$ cat src/rtl/morph_pkg.sv
// morph_pkg -- shared definitions for the binary morphology filter.
//   MODE_DILATE / MODE_ERODE : encodings of the mode input
//   state_t                  : frame-synchronisation FSM states
//   SET_CNT_W                : width of the per-frame set-pixel count
package morph_pkg;

    localparam logic MODE_DILATE = 1'b0;
    localparam logic MODE_ERODE  = 1'b1;

    typedef enum logic {
        WAIT_SOF = 1'b0,
        RUN      = 1'b1
    } state_t;

    localparam int SET_CNT_W = 20;

endpackage

$ cat src/rtl/morph_line_buf.sv
// morph_line_buf -- KSIZE-1 cascaded single-bit line delays.
//   clk   : clock
//   rst   : synchronous active-high reset, clears all storage
//   shift : advance the delay lines by one pixel
//   din   : pixel entering the first line
//   taps  : taps[i] is the pixel i+1 lines above din (same column)
// Each line is LEN bits long and advances only while shift is high, so a
// line of exactly LEN processed pixels maps one column onto the same column.
module morph_line_buf #(
    parameter int KSIZE = 3,
    parameter int LEN   = 641
) (
    input  logic             clk,
    input  logic             rst,
    input  logic             shift,
    input  logic             din,
    output logic [KSIZE-2:0] taps
);

    logic [LEN-1:0] line_q [KSIZE-1];

    always_ff @(posedge clk) begin
        if (rst) begin
            for (int i = 0; i < KSIZE-1; i++) begin
                line_q[i] <= '0;
            end
        end else if (shift) begin
            line_q[0] <= {line_q[0][LEN-2:0], din};
            for (int i = 1; i < KSIZE-1; i++) begin
                line_q[i] <= {line_q[i][LEN-2:0], line_q[i-1][LEN-1]};
            end
        end
    end

    always_comb begin
        for (int i = 0; i < KSIZE-1; i++) begin
            taps[i] = line_q[i][LEN-1];
        end
    end

endmodule

$ cat src/rtl/morph_filter.sv
// morph_filter -- streaming KSIZE x KSIZE binary dilate/erode on a raster.
//   clk, rst  : clock, synchronous active-high reset
//   hcount    : raster column of bin_in
//   vcount    : raster line of bin_in
//   mode      : 0 = dilate, 1 = erode (latched at start of frame)
//   bin_in    : binary input pixel
//   bin_out   : filtered pixel centred at (hcount-R, vcount-R), one cycle later
//   color_out : all ones when bin_out is 1, else zero
//   valid_out : bin_out/color_out carry a real output pixel
//   set_count : number of 1 outputs in the previous frame
// Build option: define MORPH_SET_COUNT_EN to include the set_count counter;
// otherwise set_count is tied to zero.
module morph_filter
    import morph_pkg::*;
#(
    parameter int H_ACTIVE = 640,
    parameter int V_ACTIVE = 480,
    parameter int KSIZE    = 3,
    parameter int COLOR_W  = 12
) (
    input  logic                 clk,
    input  logic                 rst,
    input  logic [10:0]          hcount,
    input  logic [10:0]          vcount,
    input  logic                 mode,
    input  logic                 bin_in,
    output logic                 bin_out,
    output logic [COLOR_W-1:0]   color_out,
    output logic                 valid_out,
    output logic [SET_CNT_W-1:0] set_count
);

    localparam int R = KSIZE / 2;

    generate
        if (KSIZE != 3 && KSIZE != 5) begin : g_bad_ksize
            $error("morph_filter: KSIZE must be 3 or 5");
        end
    endgenerate

    state_t state_q, state_d;
    logic   run;
    logic   mode_q;
    int     hc, vc;
    logic   sof, proc, pix;
    logic   vld_p0, res_p0;
    logic   vld_p1, bin_p1;
    logic   or_acc, and_acc;

    logic [KSIZE-1:0] col_p0;
    logic [KSIZE-2:0] taps_p0;
    logic [KSIZE-2:0] hsr_p0 [KSIZE];
    logic [KSIZE-1:0] win_p0 [KSIZE];

    // FSM: state register
    always_ff @(posedge clk) begin
        if (rst) state_q <= WAIT_SOF;
        else     state_q <= state_d;
    end

    // FSM: next state
    always_comb begin
        state_d = state_q;
        case (state_q)
            WAIT_SOF: if (sof) state_d = RUN;
            RUN:      state_d = RUN;
            default:  state_d = WAIT_SOF;
        endcase
    end

    // FSM: outputs
    always_comb begin
        run = (state_q == RUN);
    end

    morph_line_buf #(
        .KSIZE (KSIZE),
        .LEN   (H_ACTIVE + R)
    ) u_line_buf (
        .clk   (clk),
        .rst   (rst),
        .shift (proc),
        .din   (pix),
        .taps  (taps_p0)
    );

    // ---- stage p0: window assembly and kernel evaluation ----
    always_comb begin
        int r, c;
        hc      = int'(hcount);
        vc      = int'(vcount);
        sof     = (hcount == 11'd0) && (vcount == 11'd0);
        pix     = bin_in && (hc < H_ACTIVE) && (vc < V_ACTIVE);
        proc    = (hc < H_ACTIVE + R) && (vc < V_ACTIVE + R);
        vld_p0  = run && (hc >= R) && (hc < H_ACTIVE + R) &&
                  (vc >= R) && (vc < V_ACTIVE + R);
        col_p0  = {taps_p0, pix};
        or_acc  = 1'b0;
        and_acc = 1'b1;
        for (int k = 0; k < KSIZE; k++) begin
            win_p0[k] = {hsr_p0[k], col_p0[k]};
        end
        // Positions outside the image are skipped, which is the same as
        // substituting the neutral value for the current operation.
        for (int k = 0; k < KSIZE; k++) begin
            for (int j = 0; j < KSIZE; j++) begin
                r = vc - k;
                c = hc - j;
                if (r >= 0 && r < V_ACTIVE && c >= 0 && c < H_ACTIVE) begin
                    or_acc  = or_acc  | win_p0[k][j];
                    and_acc = and_acc & win_p0[k][j];
                end
            end
        end
        res_p0 = (mode_q == MODE_ERODE) ? and_acc : or_acc;
    end

    // Horizontal history of each window row; stale contents at line start
    // are excluded by the coordinate mask above.
    always_ff @(posedge clk) begin
        if (proc) begin
            for (int k = 0; k < KSIZE; k++) begin
                hsr_p0[k] <= {hsr_p0[k][KSIZE-3:0], col_p0[k]};
            end
        end
    end

    // ---- stage p1: registered outputs ----
    always_ff @(posedge clk) begin
        if (rst) begin
            vld_p1 <= 1'b0;
            bin_p1 <= 1'b0;
            mode_q <= MODE_DILATE;
        end else begin
            vld_p1 <= vld_p0;
            bin_p1 <= vld_p0 && res_p0;
            if (sof) mode_q <= mode;
        end
    end

    assign valid_out = vld_p1;
    assign bin_out   = bin_p1;
    assign color_out = {COLOR_W{bin_p1}};

`ifdef MORPH_SET_COUNT_EN
    logic [SET_CNT_W-1:0] cnt_q, set_q;

    function automatic logic [SET_CNT_W-1:0] sat_inc(input logic [SET_CNT_W-1:0] v);
        return (&v) ? v : v + 1'b1;
    endfunction

    // The frame just ended is published only if it was fully processed
    // (FSM already in RUN); after a reset the partial frame is discarded.
    always_ff @(posedge clk) begin
        if (rst) begin
            cnt_q <= '0;
            set_q <= '0;
        end else if (sof) begin
            if (run) set_q <= cnt_q;
            cnt_q <= '0;
        end else if (vld_p0 && res_p0) begin
            cnt_q <= sat_inc(cnt_q);
        end
    end

    assign set_count = set_q;
`else
    assign set_count = '0;
`endif

endmodule

$ cat config.mk
export PLATFORM = sky130hd
export DESIGN_NAME = morph_filter
export DESIGN_NICKNAME = d
export VERILOG_FILES = /design/src/rtl/morph_pkg.sv /design/src/rtl/morph_line_buf.sv /design/src/rtl/morph_filter.sv
export SDC_FILE = /design/constraint.sdc
export NUM_CORES = 1
export LEC_CHECK = 0
export CAP_MARGIN = 0
export CORE_ASPECT_RATIO = 0.6
export CORE_UTILIZATION = 55
export DETAILED_ROUTE_END_ITERATION = 8
export PLACE_DENSITY = 0.79
export RECOVER_POWER = 25
export SYNTH_ARGS = -nofsm -noshare
export SYNTH_HDL_FRONTEND = slang
export SYNTH_SLANG_ARGS = --single-unit
$ cat constraint.sdc
create_clock -name clk -period 116.3 [get_ports clk]
set_input_delay 23.26 -clock clk [delete_from_list [all_inputs] [get_ports clk]]
set_output_delay 23.26 -clock clk [all_outputs]
set_load 0.01 [all_outputs]
==> run_results.csv <==
group,metric,value,unit
floorplanning,core.rowCount,83,
synth,synth_warnings,0,
global_routing,grt_usage,0.152,
route,wl_met1,32700,µm
run_status,violations,"capacitance limit, slew limit",
cells_and_area,drive_above_1_share,0.0564,
synth,synth-seq-cells,1292,
clocking,cts.htree.levels,3,
critical_path,worstSetupPathType,"in2reg",
power_and_ir_drop,peakVddDrop,0.0114,mV
synth,synthMuxAreaShare,0.000206,
route,vias_per_cell,5.06,
critical_path,reg2reg_depth,5,
sta,period_needed,40800,ps
synth,synth-simple-area-share,0.173,
synth,synth_edf_count,1288,
power_and_ir_drop,p_per_area,17.1,mW/mm²
synth,synth-adder-area-share,0.000774,
hold_path,hold_end,"run",
route,first_iter_violations,1936,
placed_design,gp_congestion,0.801,
critical_path,crit_path_max_fanout,349,
clocking,ctsHoldBuffers,0,
route,routed-wl-met2,28300,µm
global_routing,antenna_found_initial,1,
floorplanning,start_util,0.562,
sta,finClkSkew,17.7,ps
clocking,post_cts_resized,0,
floorplanning,core,0.0864,mm²
critical_path,start_kind,"input port",
synth,ys_types,51,
route,wl_met3,2470,µm
critical_path,required,116790,ps
critical_path,regToRegSetupSlack,114450,ps
route,ant_nets,0,
global_routing,grt_max_degree,350,
hold_path,holdCritStartpoint,"run",
cells_and_area,post-route-util,0.613,
placed_design,hpwl,31500,µm
synth,synth_ff_type,"edfxtp_1",
sta,tightest_slew,10630,ps
cells_and_area,antennaDiodeCount,0,
route,dr.pass1.iters,6,
sta,slew_headroom,-6.09,
critical_path,worstSetupEndpointType,"register",
critical_path,crit_start,"vcount[9]",
sta,slew_viol_final,927,
clocking,cts_tree,"done",
clocking,postCtsSetupBuffers,0,
synth,yosys.area_share.xor_xnor,0.000181,
critical_path,r2r-end,"bin_out",
sta,finalHoldViolations,0,
sta,final.setup.tns,0,ps
power_and_ir_drop,p_total,908,µW
route,vias,20800,
sta,fmax,0.0245,GHz
cells_and_area,area_delta_synth_final,9.14,%
hold_path,holdPathStages,2,
floorplanning,ioPinCount,60,
cells_and_area,nets,2909,
route,wirelength,65900,µm
synth,synth_top_family_by_area,"simple AND/OR/NAND/NOR gates",
placed_design,io_buffers,39,
run_status,status,"finished, violations left",
clocking,clock-sinks,1292,
clocking,clk_path_buf_depth,3,
floorplanning,die_w,385,µm
synth,seq_area_frac_synth,0.799,
clocking,clock_latency,670,ps
synth,synth_compound_area_frac,0.00670,
route,highest_layer,"met5",
global_routing,grt_pass1_wl,110000,µm
cells_and_area,postLayoutCellArea,0.0530,mm²
global_routing,overflow,0,
synth,synthArstFlopShare,0,
sta,rsz0062_at_grt,"false",
synth,syn_area,0.0485,mm²
synth,syn_avg_cell_area,16.9,µm²
placed_design,placed_area,0.0497,mm²
synth,synthCells,2871,
critical_path,arrival,41290,ps
clocking,cts-root-buf,"clkbuf_16",
clocking,cts_made_buffers,109,
hold_path,min_path_type,"reg2reg",
floorplanning,dieHeight,232,µm
route,post_drt_wl_per_cell,16.0,µm
power_and_ir_drop,leakage,0.0192,µW
sta,post-route-period-util,0.351,
sta,finalSetupViolations,0,
clocking,clkTransAtPathRegs,70,ps
critical_path,reg2reg_from,"hsr_p0[0][4]",
flow_run,maxCapViolCount,5,
global_routing,grt_pass1_vias,20300,
floorplanning,die-area,0.0895,mm²
route,post-route-drc-count,0,
==> synthesized netlist by cell type, types with 4 or more instances <==
library cell	number	share of area
edfxtp_1	1288	0.80
and2_1	1282	0.17
buf_2	103	0.011
buf_4	43	0.0067
clkbuf_1	31	0.0024
nand2_1	12	0.00093
inv_1	10	0.00077
nor2_1	10	0.00077
a21oi_1	5	0.00052
and3_1	5	0.00064
nand3_1	5	0.00052
nor3_1	5	0.00052
nor3b_1	5	0.00077
dfxtp_1	4	0.0017
o211ai_1	4	0.00062
==> worst max-delay path, stage by stage <==
cell and delay (ps):
dlygate4sd3_1 590, nor2_1 320, a21boi_0 910, a21oi_1 400, a2111oi_0 810, clkbuf_1 7360, clkbuf_1 6520, and2_1 670
==> sequential cells by signal, indices dropped and copies added (netlist names) <==
signal             count
u_line_buf.line_q   1282
hsr_p0                 6
bin_out                1
mode_q                 1
run                    1
valid_out              1
==> per-stage QoR <==
step	setup WS, ps	hold WS, ps	instances
floorplan	60680	415	2890
global placement	86030	430	3916
detailed placement	85630	444	3916
CTS	86410	456	4110
global route	72560	504	4110
finish	75500	461	4110
==> worst max-delay path by stage <==
stage,cells past startpoint,end,slack (ps)
after floorplan,1,u_line_buf.line_q[0][0],60680
after global placement,10,u_line_buf.line_q[0][304],86030
after detailed placement,10,u_line_buf.line_q[0][997],85630
after CTS,10,u_line_buf.line_q[0][304],86410
after global routing,8,u_line_buf.line_q[0][1187],72560
final,8,u_line_buf.line_q[0][1213],75500
==> metal layers <==
| metal | global-route usage | vias to the layer above |
|---|---|---|
| met5 | 0 | - |
| met4 | 0.0624 | 2 |
| met3 | 0.0288 | 157 |
| met2 | 0.208 | 365 |
| met1 | 0.241 | 10300 |
| li1 | - | 9970 |
==> cell usage in the layout, fill, tap and decap left out, types with 3 or more instances in the layout <==
cell             instances
nand2_1                 12
edfxtp_1              1288
nor2_1                  10
clkdlybuf4s50_1         23
bufinv_16                5
clkinv_2                20
o21ai_0                  3
inv_1                   10
conb_1                  20
nor3_1                   5
and2_0                 277
buf_12                   4
and3_1                   5
and2_1                1005
a22oi_1                  3
clkinv_4                 4
nand4_1                  3
nor3b_1                  5
clkbuf_1                26
dfxtp_1                  4
clkinv_1                23
a31oi_1                  3
buf_4                    9
clkbuf_16              111
ha_1                     3
o211ai_1                 4
nand3_1                  5
a21oi_1                  5
dlygate4sd3_1           16
a21o_1                   3
o31ai_1                  3
==> logic make-up after synthesis <==
family	count (synthesis)
XOR/XNOR	1
multiplexers	1
flip-flops	1292
other	1
adder cells (fa/ha/maj)	3
AND/OR/NAND/NOR	1344
AO/OA/AOI/OAI	42
buffers and inverters	187
==> where the power goes <==
part / internal (µW) / switching (µW)
clock: 188 / 160
sequential: 536 / 5.54
combinational: 4.29 / 15.1
total: 728 / 180
==> final cells by class <==
class,count,area (µm²)
clock buffers,135,2890
clock inverters,59,459
fillers,5878,33400
inverters,10,37.5
multi-input cells,1411,8820
flip-flops and latches,1292,38800
well taps,1147,1440
repair buffers,56,553
(Power assumes the default switching activity.)
